File: src/rtl/sensor_averager_pkg.sv
// Shared definitions for the sensor averager: data width, channel count and
// channel indices, the sweep FSM encoding, and the sum-register width helper.
package sensor_averager_pkg;

   localparam int DATA_W   = 8;
   localparam int NUM_CHAN = 8;
   localparam int CHAN_W   = 3;

   // Channel order of one sensor sweep.
   localparam logic [CHAN_W-1:0] CH_SOLAR      = 3'd0;
   localparam logic [CHAN_W-1:0] CH_GREENHOUSE = 3'd1;
   localparam logic [CHAN_W-1:0] CH_AMBIENT    = 3'd2;
   localparam logic [CHAN_W-1:0] CH_GEOTHERMAL = 3'd3;
   localparam logic [CHAN_W-1:0] CH_N_LUX      = 3'd4;
   localparam logic [CHAN_W-1:0] CH_E_LUX      = 3'd5;
   localparam logic [CHAN_W-1:0] CH_S_LUX      = 3'd6;
   localparam logic [CHAN_W-1:0] CH_W_LUX      = 3'd7;
   localparam logic [CHAN_W-1:0] CH_LAST       = CH_W_LUX;

   typedef enum logic [1:0] {
      ST_IDLE  = 2'd0,
      ST_ACCUM = 2'd1,
      ST_DONE  = 2'd2
   } state_t;

   // A running sum of a full window of 8-bit samples needs log2(window)
   // extra bits so it can never wrap.
   function automatic int sum_width(input int depth_log2);
      return DATA_W + depth_log2;
   endfunction

endpackage

File: src/rtl/sensor_averager_sample_history.sv
// sample_history: per-channel ring of the last 2^DEPTH_LOG2 samples.
// Ports:
//   clk, rst  - clock, synchronous active-high reset (clears every entry)
//   chan      - channel select for both read and write
//   wptr      - ring slot for both read and write
//   rd_data   - combinational read of entry [chan][wptr] (the oldest sample)
//   wr_en     - write wr_data into entry [chan][wptr] at the clock edge
//   wr_data   - sample to store
module sample_history
   import sensor_averager_pkg::*;
#(
   parameter int DEPTH_LOG2 = 2
) (
   input  logic                  clk,
   input  logic                  rst,
   input  logic [CHAN_W-1:0]     chan,
   input  logic [DEPTH_LOG2-1:0] wptr,
   output logic [DATA_W-1:0]     rd_data,
   input  logic                  wr_en,
   input  logic [DATA_W-1:0]     wr_data
);

   localparam int DEPTH = 1 << DEPTH_LOG2;

   logic [DATA_W-1:0] mem [NUM_CHAN][DEPTH];

   // Read-before-write on the same slot: the value read this cycle is the
   // one being evicted by the write at the edge.
   assign rd_data = mem[chan][wptr];

   always_ff @(posedge clk) begin
      if (rst) begin
         for (int c = 0; c < NUM_CHAN; c++) begin
            for (int d = 0; d < DEPTH; d++) begin
               mem[c][d] <= '0;
            end
         end
      end else if (wr_en) begin
         mem[chan][wptr] <= wr_data;
      end
   end

endmodule

File: src/rtl/sensor_averager.sv
// sensor_averager: moving average over 2^DEPTH_LOG2 sweeps for eight 8-bit
// sensor channels, processed one channel per cycle.
// Ports:
//   clk, rst                  - clock, synchronous active-high reset
//   sample_valid              - one-cycle pulse: all eight inputs hold a sweep
//   *_celcius, *_lux          - raw readings, channels 0..7
//   avg_*                     - windowed averages (floor), stable between updates
//   avg_valid                 - one-cycle pulse: all averages just updated
//   primed                    - a full window of sweeps has been accumulated
//   overrun                   - one-cycle pulse: a sample_valid was dropped
//
// state    | meaning
// ---------+------------------------------------------------------------
// ST_IDLE  | waiting for sample_valid; captures the snapshot on accept
// ST_ACCUM | updates one channel's running sum per cycle, chan 0..7
// ST_DONE  | loads all averages, pulses avg_valid, advances wptr
module sensor_averager
   import sensor_averager_pkg::*;
#(
   parameter int DEPTH_LOG2 = 2
) (
   input  logic              clk,
   input  logic              rst,
   input  logic              sample_valid,
   input  logic [DATA_W-1:0] solar_celcius,
   input  logic [DATA_W-1:0] greenhouse_celcius,
   input  logic [DATA_W-1:0] ambient_celcius,
   input  logic [DATA_W-1:0] geothermal_celcius,
   input  logic [DATA_W-1:0] n_lux,
   input  logic [DATA_W-1:0] e_lux,
   input  logic [DATA_W-1:0] s_lux,
   input  logic [DATA_W-1:0] w_lux,
   output logic [DATA_W-1:0] avg_solar,
   output logic [DATA_W-1:0] avg_greenhouse,
   output logic [DATA_W-1:0] avg_ambient,
   output logic [DATA_W-1:0] avg_geothermal,
   output logic [DATA_W-1:0] avg_n,
   output logic [DATA_W-1:0] avg_e,
   output logic [DATA_W-1:0] avg_s,
   output logic [DATA_W-1:0] avg_w,
   output logic              avg_valid,
   output logic              primed,
   output logic              overrun
);

   localparam int SUM_W  = sum_width(DEPTH_LOG2);
   localparam int CNT_W  = DEPTH_LOG2 + 1;
   localparam int WINDOW = 1 << DEPTH_LOG2;

   state_t state, next_state;

   logic                  capture;
   logic                  accum_en;
   logic                  done_en;
   logic                  overrun_set;

   logic [CHAN_W-1:0]     chan;
   logic [DEPTH_LOG2-1:0] wptr;
   logic [CNT_W-1:0]      sweep_cnt;

   logic [DATA_W-1:0]     raw  [NUM_CHAN];
   logic [DATA_W-1:0]     snap [NUM_CHAN];
   logic [SUM_W-1:0]      sum  [NUM_CHAN];
   logic [DATA_W-1:0]     avg  [NUM_CHAN];
   logic [DATA_W-1:0]     hist_rd;

   always_comb begin
      raw[CH_SOLAR]      = solar_celcius;
      raw[CH_GREENHOUSE] = greenhouse_celcius;
      raw[CH_AMBIENT]    = ambient_celcius;
      raw[CH_GEOTHERMAL] = geothermal_celcius;
      raw[CH_N_LUX]      = n_lux;
      raw[CH_E_LUX]      = e_lux;
      raw[CH_S_LUX]      = s_lux;
      raw[CH_W_LUX]      = w_lux;
   end

   sample_history #(
      .DEPTH_LOG2 (DEPTH_LOG2)
   ) u_history (
      .clk     (clk),
      .rst     (rst),
      .chan    (chan),
      .wptr    (wptr),
      .rd_data (hist_rd),
      .wr_en   (accum_en),
      .wr_data (snap[chan])
   );

   always_ff @(posedge clk) begin
      if (rst) begin
         state <= ST_IDLE;
      end else begin
         state <= next_state;
      end
   end

   always_comb begin
      next_state  = state;
      capture     = 1'b0;
      accum_en    = 1'b0;
      done_en     = 1'b0;
      overrun_set = 1'b0;
      unique case (state)
         ST_IDLE: begin
            if (sample_valid) begin
               capture    = 1'b1;
               next_state = ST_ACCUM;
            end
         end
         ST_ACCUM: begin
            accum_en    = 1'b1;
            overrun_set = sample_valid;
            if (chan == CH_LAST) begin
               next_state = ST_DONE;
            end
         end
         ST_DONE: begin
            done_en     = 1'b1;
            overrun_set = sample_valid;
            next_state  = ST_IDLE;
         end
         default: begin
            next_state = ST_IDLE;
         end
      endcase
   end

   always_ff @(posedge clk) begin
      if (rst) begin
         chan      <= '0;
         wptr      <= '0;
         sweep_cnt <= '0;
         avg_valid <= 1'b0;
         primed    <= 1'b0;
         overrun   <= 1'b0;
         for (int c = 0; c < NUM_CHAN; c++) begin
            snap[c] <= '0;
            sum[c]  <= '0;
            avg[c]  <= '0;
         end
      end else begin
         avg_valid <= 1'b0;
         overrun   <= overrun_set;

         if (capture) begin
            chan <= '0;
            for (int c = 0; c < NUM_CHAN; c++) begin
               snap[c] <= raw[c];
            end
         end

         // Subtract the evicted sample before adding the new one; the sum
         // always contains the evicted sample, so neither step can wrap.
         if (accum_en) begin
            sum[chan] <= sum[chan] - SUM_W'(hist_rd) + SUM_W'(snap[chan]);
            chan      <= chan + CHAN_W'(1);
         end

         if (done_en) begin
            avg_valid <= 1'b1;
            wptr      <= wptr + DEPTH_LOG2'(1);
            for (int c = 0; c < NUM_CHAN; c++) begin
               avg[c] <= sum[c][SUM_W-1:DEPTH_LOG2];
            end
            if (sweep_cnt != CNT_W'(WINDOW)) begin
               sweep_cnt <= sweep_cnt + CNT_W'(1);
            end
            if (sweep_cnt == CNT_W'(WINDOW - 1)) begin
               primed <= 1'b1;
            end
         end
      end
   end

   assign avg_solar      = avg[CH_SOLAR];
   assign avg_greenhouse = avg[CH_GREENHOUSE];
   assign avg_ambient    = avg[CH_AMBIENT];
   assign avg_geothermal = avg[CH_GEOTHERMAL];
   assign avg_n          = avg[CH_N_LUX];
   assign avg_e          = avg[CH_E_LUX];
   assign avg_s          = avg[CH_S_LUX];
   assign avg_w          = avg[CH_W_LUX];

endmodule

File: config.mk
export PLATFORM = sky130hd
export DESIGN_NAME = sensor_averager
export DESIGN_NICKNAME = d
export VERILOG_FILES = /design/src/rtl/sensor_averager_pkg.sv /design/src/rtl/sensor_averager_sample_history.sv /design/src/rtl/sensor_averager.sv
export SDC_FILE = /design/constraint.sdc
export NUM_CORES = 1
export LEC_CHECK = 0
export ABC_AREA = 1
export CORE_MARGIN = 5
export CORE_UTILIZATION = 40
export CTS_CLUSTER_SIZE = 28
export DETAILED_ROUTE_END_ITERATION = 16
export GPL_ROUTABILITY_DRIVEN = 0
export GPL_TIMING_DRIVEN = 0
export SYNTH_ARGS = -nofsm -noshare
export SYNTH_HDL_FRONTEND = slang
export SYNTH_SLANG_ARGS = --single-unit
File: constraint.sdc
create_clock -name clk -period 4.6 [get_ports clk]
set_input_delay 0.69 -clock clk [delete_from_list [all_inputs] [get_ports clk]]
set_output_delay 0.69 -clock clk [all_outputs]
set_load 0.01 [all_outputs]
==> flow_summary_export.csv, run 1 <==
group,metric,value,unit
drt,wire_per_inst,21.8,um
floorplanning,ioPinCount,134,
placement,io_buffer_count,133,
drt,drtPass1Iterations,8,
layout,antenna_cells,0,
cts,cts_tree,"done",
drt,vias_per_cell,5.37,
layout,drive_above_1_share,8.48,%
pwr,leakagePower,0.0102,uW
grt,grt_pass1_vias,16300,
yosys,netlist_instances,2213,
cts,insertion_delay,630,ps
sta,drv_slew,0,
cts,clock_sink_count,480,
pwr,ir_worst_vdd,0.00122,V
yosys,ys_seq_area_share,64.6,%
yosys,ys.flop_type,"edfxtp_1",
sta,max_freq,226,MHz
sta,skew,32.6,ps
critical_path,end_kind,"flop",
critical_path,start_kind,"flop",
run,maxCapViolCount,0,
sta,post-route-worst-setup-slack,174,ps
drt,drc,0,
layout,area_growth_syn_to_layout,17.9,%
cts,cts-buffers-inserted,51,
cts,h-tree-depth,2,
placement,dp_slack,-56.1,ps
run_status,run_status,"finished clean",
floorplanning,die_area,60000,um^2
floorplanning,die_w,245,um
critical_path,cp_max_fo,10,
yosys,yosys-top-cells-area,"edfxtp_1 63%, nor2_1 9.0%, nand2_1 7.6%, nand3_1 4.3%, inv_1 3.0%",
yosys,syn_area,22100,um^2
floorplanning,start_util,40.2,%
cts,clkTransAtPathRegs,60,ps
grt,grtUsageTotal,22.2,%
sta,fin_crit,4430,ps
yosys,syn_nets,2311,
pwr,p_per_area,682,nW/um^2
yosys,yosysTopAreaCellShare,63.2,%
cts,cts_buffer_depth,3,
sta,worst_pin_slew,1150,ps
floorplanning,rows,86,
layout,finish.instance_area,26000,um^2
sta,rsz0062_at_grt,"no",
yosys,synth_edf_count,464,
yosys,ys_warn_count,0,
drt,dr_total_vias,16900,
layout,final_core_util,47.4,%
critical_path,worstPathRequired,4950,ps
floorplanning,design.core.area,54900,um^2
sta,fin_crit_sh,96.2,%
sta,relSlewSlack,22.8,%
worst_hold_path,min_from,"sweep_cnt[0]$_SDFFE_PP0P_",
yosys,avgSynthCellArea,9.97,um^2
yosys,ys_types,34,
drt,route.final.wire_length,68600,um
sta,hold_viol,0,
drt,drtIter0Drc,2144,
sta,hold_ws,492,ps
cts,cts_root_buffer,"clkbuf_16",
grt,gr-total-overflow,0,
sta,tns,0,ps
grt,grt_max_degree,66,
grt,grt_pass1_wl,100000,um
placement,dpl_cell_area,24300,um^2
critical_path,crit_type,"reg -> reg",
sta,setup_viol,0,
layout,fin_nets,2497,
floorplanning,die_h,245,um
drt,drt.antenna.violating_nets,0,
cts,cts_hold_buffers,0,
yosys,ys_seq_elements,480,
critical_path,arrival,4780,ps
yosys,synth_top_cell_by_area,"edfxtp_1",
yosys,synthArstFlopShare,0,%
placement,dpl.hpwl,48500,um
grt,antenna_found_initial,0,
worst_hold_path,hold_path_class,"reg -> reg",
cell type report:
cell class,count,area [um^2]
Clock buffer,58,1300
Multi-Input combinational cell,1414,6370
Buffer,136,808
Clock inverter,36,357
Inverter,182,683
Sequential cell,480,14300
Timing Repair Buffer,134,1350
Tap cell,704,881
Fill cell,5097,28900
synth_stat cells (9+ instances only):
| cell type | number |
|---|---|
| a21oi_1 | 88 |
| clkbuf_1 | 30 |
| buf_2 | 60 |
| edfxtp_1 | 464 |
| nand2_1 | 448 |
| o21ai_1 | 15 |
| buf_1 | 9 |
| o31ai_1 | 10 |
| ha_1 | 23 |
| nand3_1 | 190 |
| dfxtp_1 | 16 |
| nor2_1 | 527 |
| inv_1 | 176 |
| buf_6 | 19 |
| o21ai_0 | 57 |
| buf_4 | 19 |
| o22ai_1 | 9 |
| nand2_2 | 10 |
power by group:
part	total (uW)	switching, uW	internal, uW
Clock	4170	1800	2380
Sequential	5470	147	5330
Combinational	8100	6000	2090
Total	17700	7950	9790
final timing paths:
kind | end | slack, ps | cells past startpoint
setup / recovery | sum[4][6]$_SDFFCE_PN0P_ | 170 | 19
hold / removal | sweep_cnt[0]$_SDFFE_PP0P_ | 490 | 1
setup reg to reg | sum[4][6]$_SDFFCE_PN0P_ | 170 | 19
hold reg to reg | sweep_cnt[0]$_SDFFE_PP0P_ | 490 | 1
cells by family after synthesis:
family,count (synthesis),synth area share [%]
adder cells (fa/ha/maj),31,2.03
AND/OR/NAND/NOR,1178,21.3
AO/OA/AOI/OAI,200,5.10
XOR/XNOR,5,0.233
flip-flops,480,64.6
buffers and inverters,319,6.74
flip-flops by register name, indices dropped and copies added, names as in the netlist, named ones only:
register	count
wptr	2
chan	3
u_history.mem	256
sweep_cnt	3
avg_valid	1
overrun	1
state	2
avg	64
snap	64
primed	1
sum	80
per-stage QoR:
| step | total power, uW | instances |
|---|---|---|
| final | 17700 | 3144 |
| after detailed placement | 12900 | 3051 |
| after global routing | 18400 | 3144 |
| after CTS | 17200 | 3145 |
| after floorplan | 10200 | 2213 |
| after global placement | 12800 | 3050 |
what timing repair did:
action | in CTS | in global routing
setup endpoints to repair | 8 | 45
buffers inserted | 0 | 0
resized for setup | 1 | 14
cell usage in the layout (no fill, tap or decap), drive strengths merged:
master	count
a21o	1
a21oi	88
a22oi	1
a32o	1
buf	103
bufinv	6
clkbuf	92
clkdlybuf4s50	133
clkinv	28
clkinvlp	1
dfxtp	16
edfxtp	464
fa	8
ha	23
inv	183
nand2	458
nand3	190
nand3b	1
nor2	528
nor4	1
o211ai	1
o21ai	80
o221ai	9
o22ai	9
o31ai	10
xnor2	1
xor2	4
critical path, cell delays in order (launching register included):
cell     delay [ps]
dfxtp_1         310
buf_4           180
buf_2           280
buf_2           380
nand3_1         170
nand3_1         120
nand2_1          60
nand2_1          60
nand2_1          50
nor2_1          320
a21oi_1         170
fa_1            560
inv_1            50
ha_1            360
nand2_1          70
o21ai_1         290
nand3_1         110
nand2_1         160
xor2_4          390
nor2_1           90
per-layer routing:
metal	global-route usage [%]	wire, um	vias up
met5	0	0	-
met4	6.80	2070	0
met3	4.21	7270	139
met2	35.5	31800	911
met1	30.9	27400	8147
li1	-	-	7684
(Power assumes the default switching activity.)
==> inputs of run 2 (changes only) <==
- ABC_AREA: 1 -> default
- SKIP_LAST_GASP: default -> 1
==> flow_summary_export.csv, run 2 <==
group,metric,value,unit
sta,hold_viol,0,
layout,fin_nets,1697,
critical_path,start_kind,"flop",
sta,max_freq,224,MHz
layout,largest_register_ff_count,256,
drt,drtIter0Drc,1149,
yosys,ys_seq_elements,480,
cts,clock_sink_count,480,
drt,drtPass1Iterations,4,
grt,grt_max_degree,65,
cts,cts_buffer_depth,3,
yosys,netlist_instances,1414,
critical_path,cp_common_cell,"mux4_2",
pwr,ir_worst_vdd,0.000372,V
placement,dpl_cell_area,23400,um^2
layout,drive_above_1_share,17.2,%
critical_path,cp_cell_sequence,"buf_12 -> buf_8 -> mux4_2 -> mux4_2 -> mux2_2 -> fa_1 -> inv_1 -> ha_1 -> a21oi_2 -> nor2_1 -> o2111a_1 -> or3_4 -> a21oi_1",
drt,drc,0,
critical_path,worstPathRequired,5020,ps
run_status,run_status,"finished clean",
yosys,ys_types,41,
yosys,synth_top_cell_by_area,"edfxtp_1",
yosys,synth_edf_count,464,
drt,dr_total_vias,12500,
cts,cts_hold_buffers,0,
cts,cts-buffers-inserted,50,
placement,dpl.hpwl,39500,um
pwr,p_per_area,456,nW/um^2
pwr,power,11600,uW
run,maxCapViolCount,0,
layout,final_cell_mix,"464 x edfxtp_1, 330 x nor2_1, 133 x clkdlybuf4s50_1",
yosys,syn_nets,1512,
yosys,avgSynthCellArea,15.0,um^2
layout,regMostFlops,"u_history.mem",
grt,grt_pass1_vias,12800,
floorplanning,die_area,57800,um^2
floorplanning,ioPinCount,134,
sta,relSlewSlack,32.2,%
drt,wire_per_inst,24.3,um
cts,clkTransAtPathRegs,60,ps
grt,antenna_found_initial,2,
sta,worst_pin_slew,1010,ps
yosys,ys_warn_count,0,
sta,fin_crit,4470,ps
yosys,yosysTopAreaCellShare,65.7,%
drt,vias_per_cell,5.39,
drt,route.final.wire_length,56600,um
floorplanning,design.core.area,52600,um^2
critical_path,slowest_delay,550,ps
grt,gr-total-overflow,0,
drt,drt.antenna.violating_nets,0,
layout,area_growth_syn_to_layout,19.8,%
cts,h-tree-depth,2,
layout,reg_top3,"u_history.mem: 256 flops, sum: 80 flops",
critical_path,rrSetupSlack,130,ps
yosys,yosys-top-cells-area,"edfxtp_1 66%, mux4_2 12%, nor2_1 5.8%, and2_1 3.0%, dfxtp_1 1.5%",
yosys,ys_seq_area_share,67.2,%
placement,io_buffer_count,133,
critical_path,cp_slowest_cell,"fa_1",
sta,fin_crit_sh,97.1,%
layout,stdcell_count,2326,
floorplanning,rows,84,
layout,final_common_cell,"edfxtp_1",
sta,drv_slew,0,
cts,insertion_delay,590,ps
yosys,synthTopCellsByCount,"464 x edfxtp_1, 330 x nor2_1, 116 x mux4_2",
critical_path,end_kind,"flop",
critical_path,crit_type,"reg -> reg",
cts,cts_tree,"done",
placement,place_inst,2235,
yosys,ys.flop_type,"edfxtp_1",
critical_path,cp_max_fo,10,
grt,grtUsageTotal,19.5,%
critical_path,arrival,4880,ps
floorplanning,die_h,240,um
yosys,synthArstFlopShare,0,%
cts,cts_root_buffer,"clkbuf_16",
floorplanning,start_util,40.4,%
pwr,leakagePower,0.00892,uW
sta,skew,20.7,ps
layout,finish.instance_area,25400,um^2
worst_hold_path,hold_path_class,"reg -> reg",
yosys,synth_most_common_cell,"edfxtp_1",
yosys,syn_area,21200,um^2
floorplanning,die_w,240,um
sta,rsz0062_at_grt,"yes",
grt,grt_pass1_wl,82700,um
sta,setup_viol,0,
run 2: cell count changes after synthesis, moves of 67 or more:
cell | previous run | this run
mux4_2 | 0 | 116
inv_1 | 176 | 25
nand2_1 | 448 | 43
nor2_1 | 527 | 330
and2_1 | 0 | 102
nand3_1 | 190 | 6
a21oi_1 | 88 | 21
run 2: cell type report:
| cell class | count | area [um^2] |
|---|---|---|
| fillers | 4584 | 27100 |
| flip-flops and latches | 480 | 14300 |
| multi-input cells | 823 | 6630 |
| repair buffers | 136 | 1350 |
| clock buffers | 60 | 1340 |
| well taps | 688 | 861 |
| plain buffers | 81 | 495 |
| clock inverters | 30 | 378 |
| inverters | 27 | 101 |
| diodes | 1 | 2.50 |
run 2: logic make-up after synthesis:
logic type | share of synthesized area, %
and+or+nand+nor | 13.2
buffers and inverters | 2.28
AOI/OAI and AO/OA | 0.973
muxes | 13.8
DFF | 67.2
xor gates and xnor gates | 0.537
adders and majority gates | 2.11
run 2: power by group:
part           internal, uW  leakage, uW  switching [uW]
logic                   822      0.00312            1420
clock network          2570     0.000849            1690
registers              5010      0.00495            70.2
run 2: repair_timing:
action / CTS / global route
setup buffers: 3 / 0
gates resized for setup: 44 / 29
pin swaps: 1 / 2
setup endpoints to repair: 64 / 54
run 2: per-layer routing:
| layer | vias up | share of wire, % | global-route usage [%] |
|---|---|---|---|
| li1 | 5532 | - | - |
| met1 | 6428 | 41 | 26.9 |
| met2 | 495 | 48 | 31.1 |
| met3 | 82 | 7.8 | 4.34 |
| met4 | 0 | 3.0 | 6.45 |
| met5 | - | 0 | 0 |
run 2: final timing paths:
kind                        startpoint                         to  cells after the start
max reg2reg                       flop    sum[7][9]$_SDFFCE_PN0P_                     13
min reg2reg  sweep_cnt[2]$_SDFFE_PP0P_  sweep_cnt[2]$_SDFFE_PP0P_                      2
min          sweep_cnt[2]$_SDFFE_PP0P_  sweep_cnt[2]$_SDFFE_PP0P_                      2
max                               flop    sum[7][9]$_SDFFCE_PN0P_                     13
run 2: stage by stage:
step / setup WS, ps / setup TNS (ps) / hold slack [ps] / utilization [%]
after floorplan: 287 / 0 / 463 / -
after global placement: -1370 / -96510 / 484 / 44.6
after detailed placement: -870 / -32120 / 489 / 44.6
after CTS: 22.7 / 0 / 498 / 48.1
after global routing: -11.0 / -23.2 / 519 / 48.4
final: 133 / 0 / 497 / 48.4
run 2: critical path: cells and delay by family (launching register included):
family | cells | cell delay [ps]
multiplexers | 3 | 1400
flip-flops | 1 | 350
buffers and inverters | 3 | 430
AND/OR/NAND/NOR | 2 | 590
adder cells (fa/ha/maj) | 2 | 850
AO/OA/AOI/OAI | 3 | 650
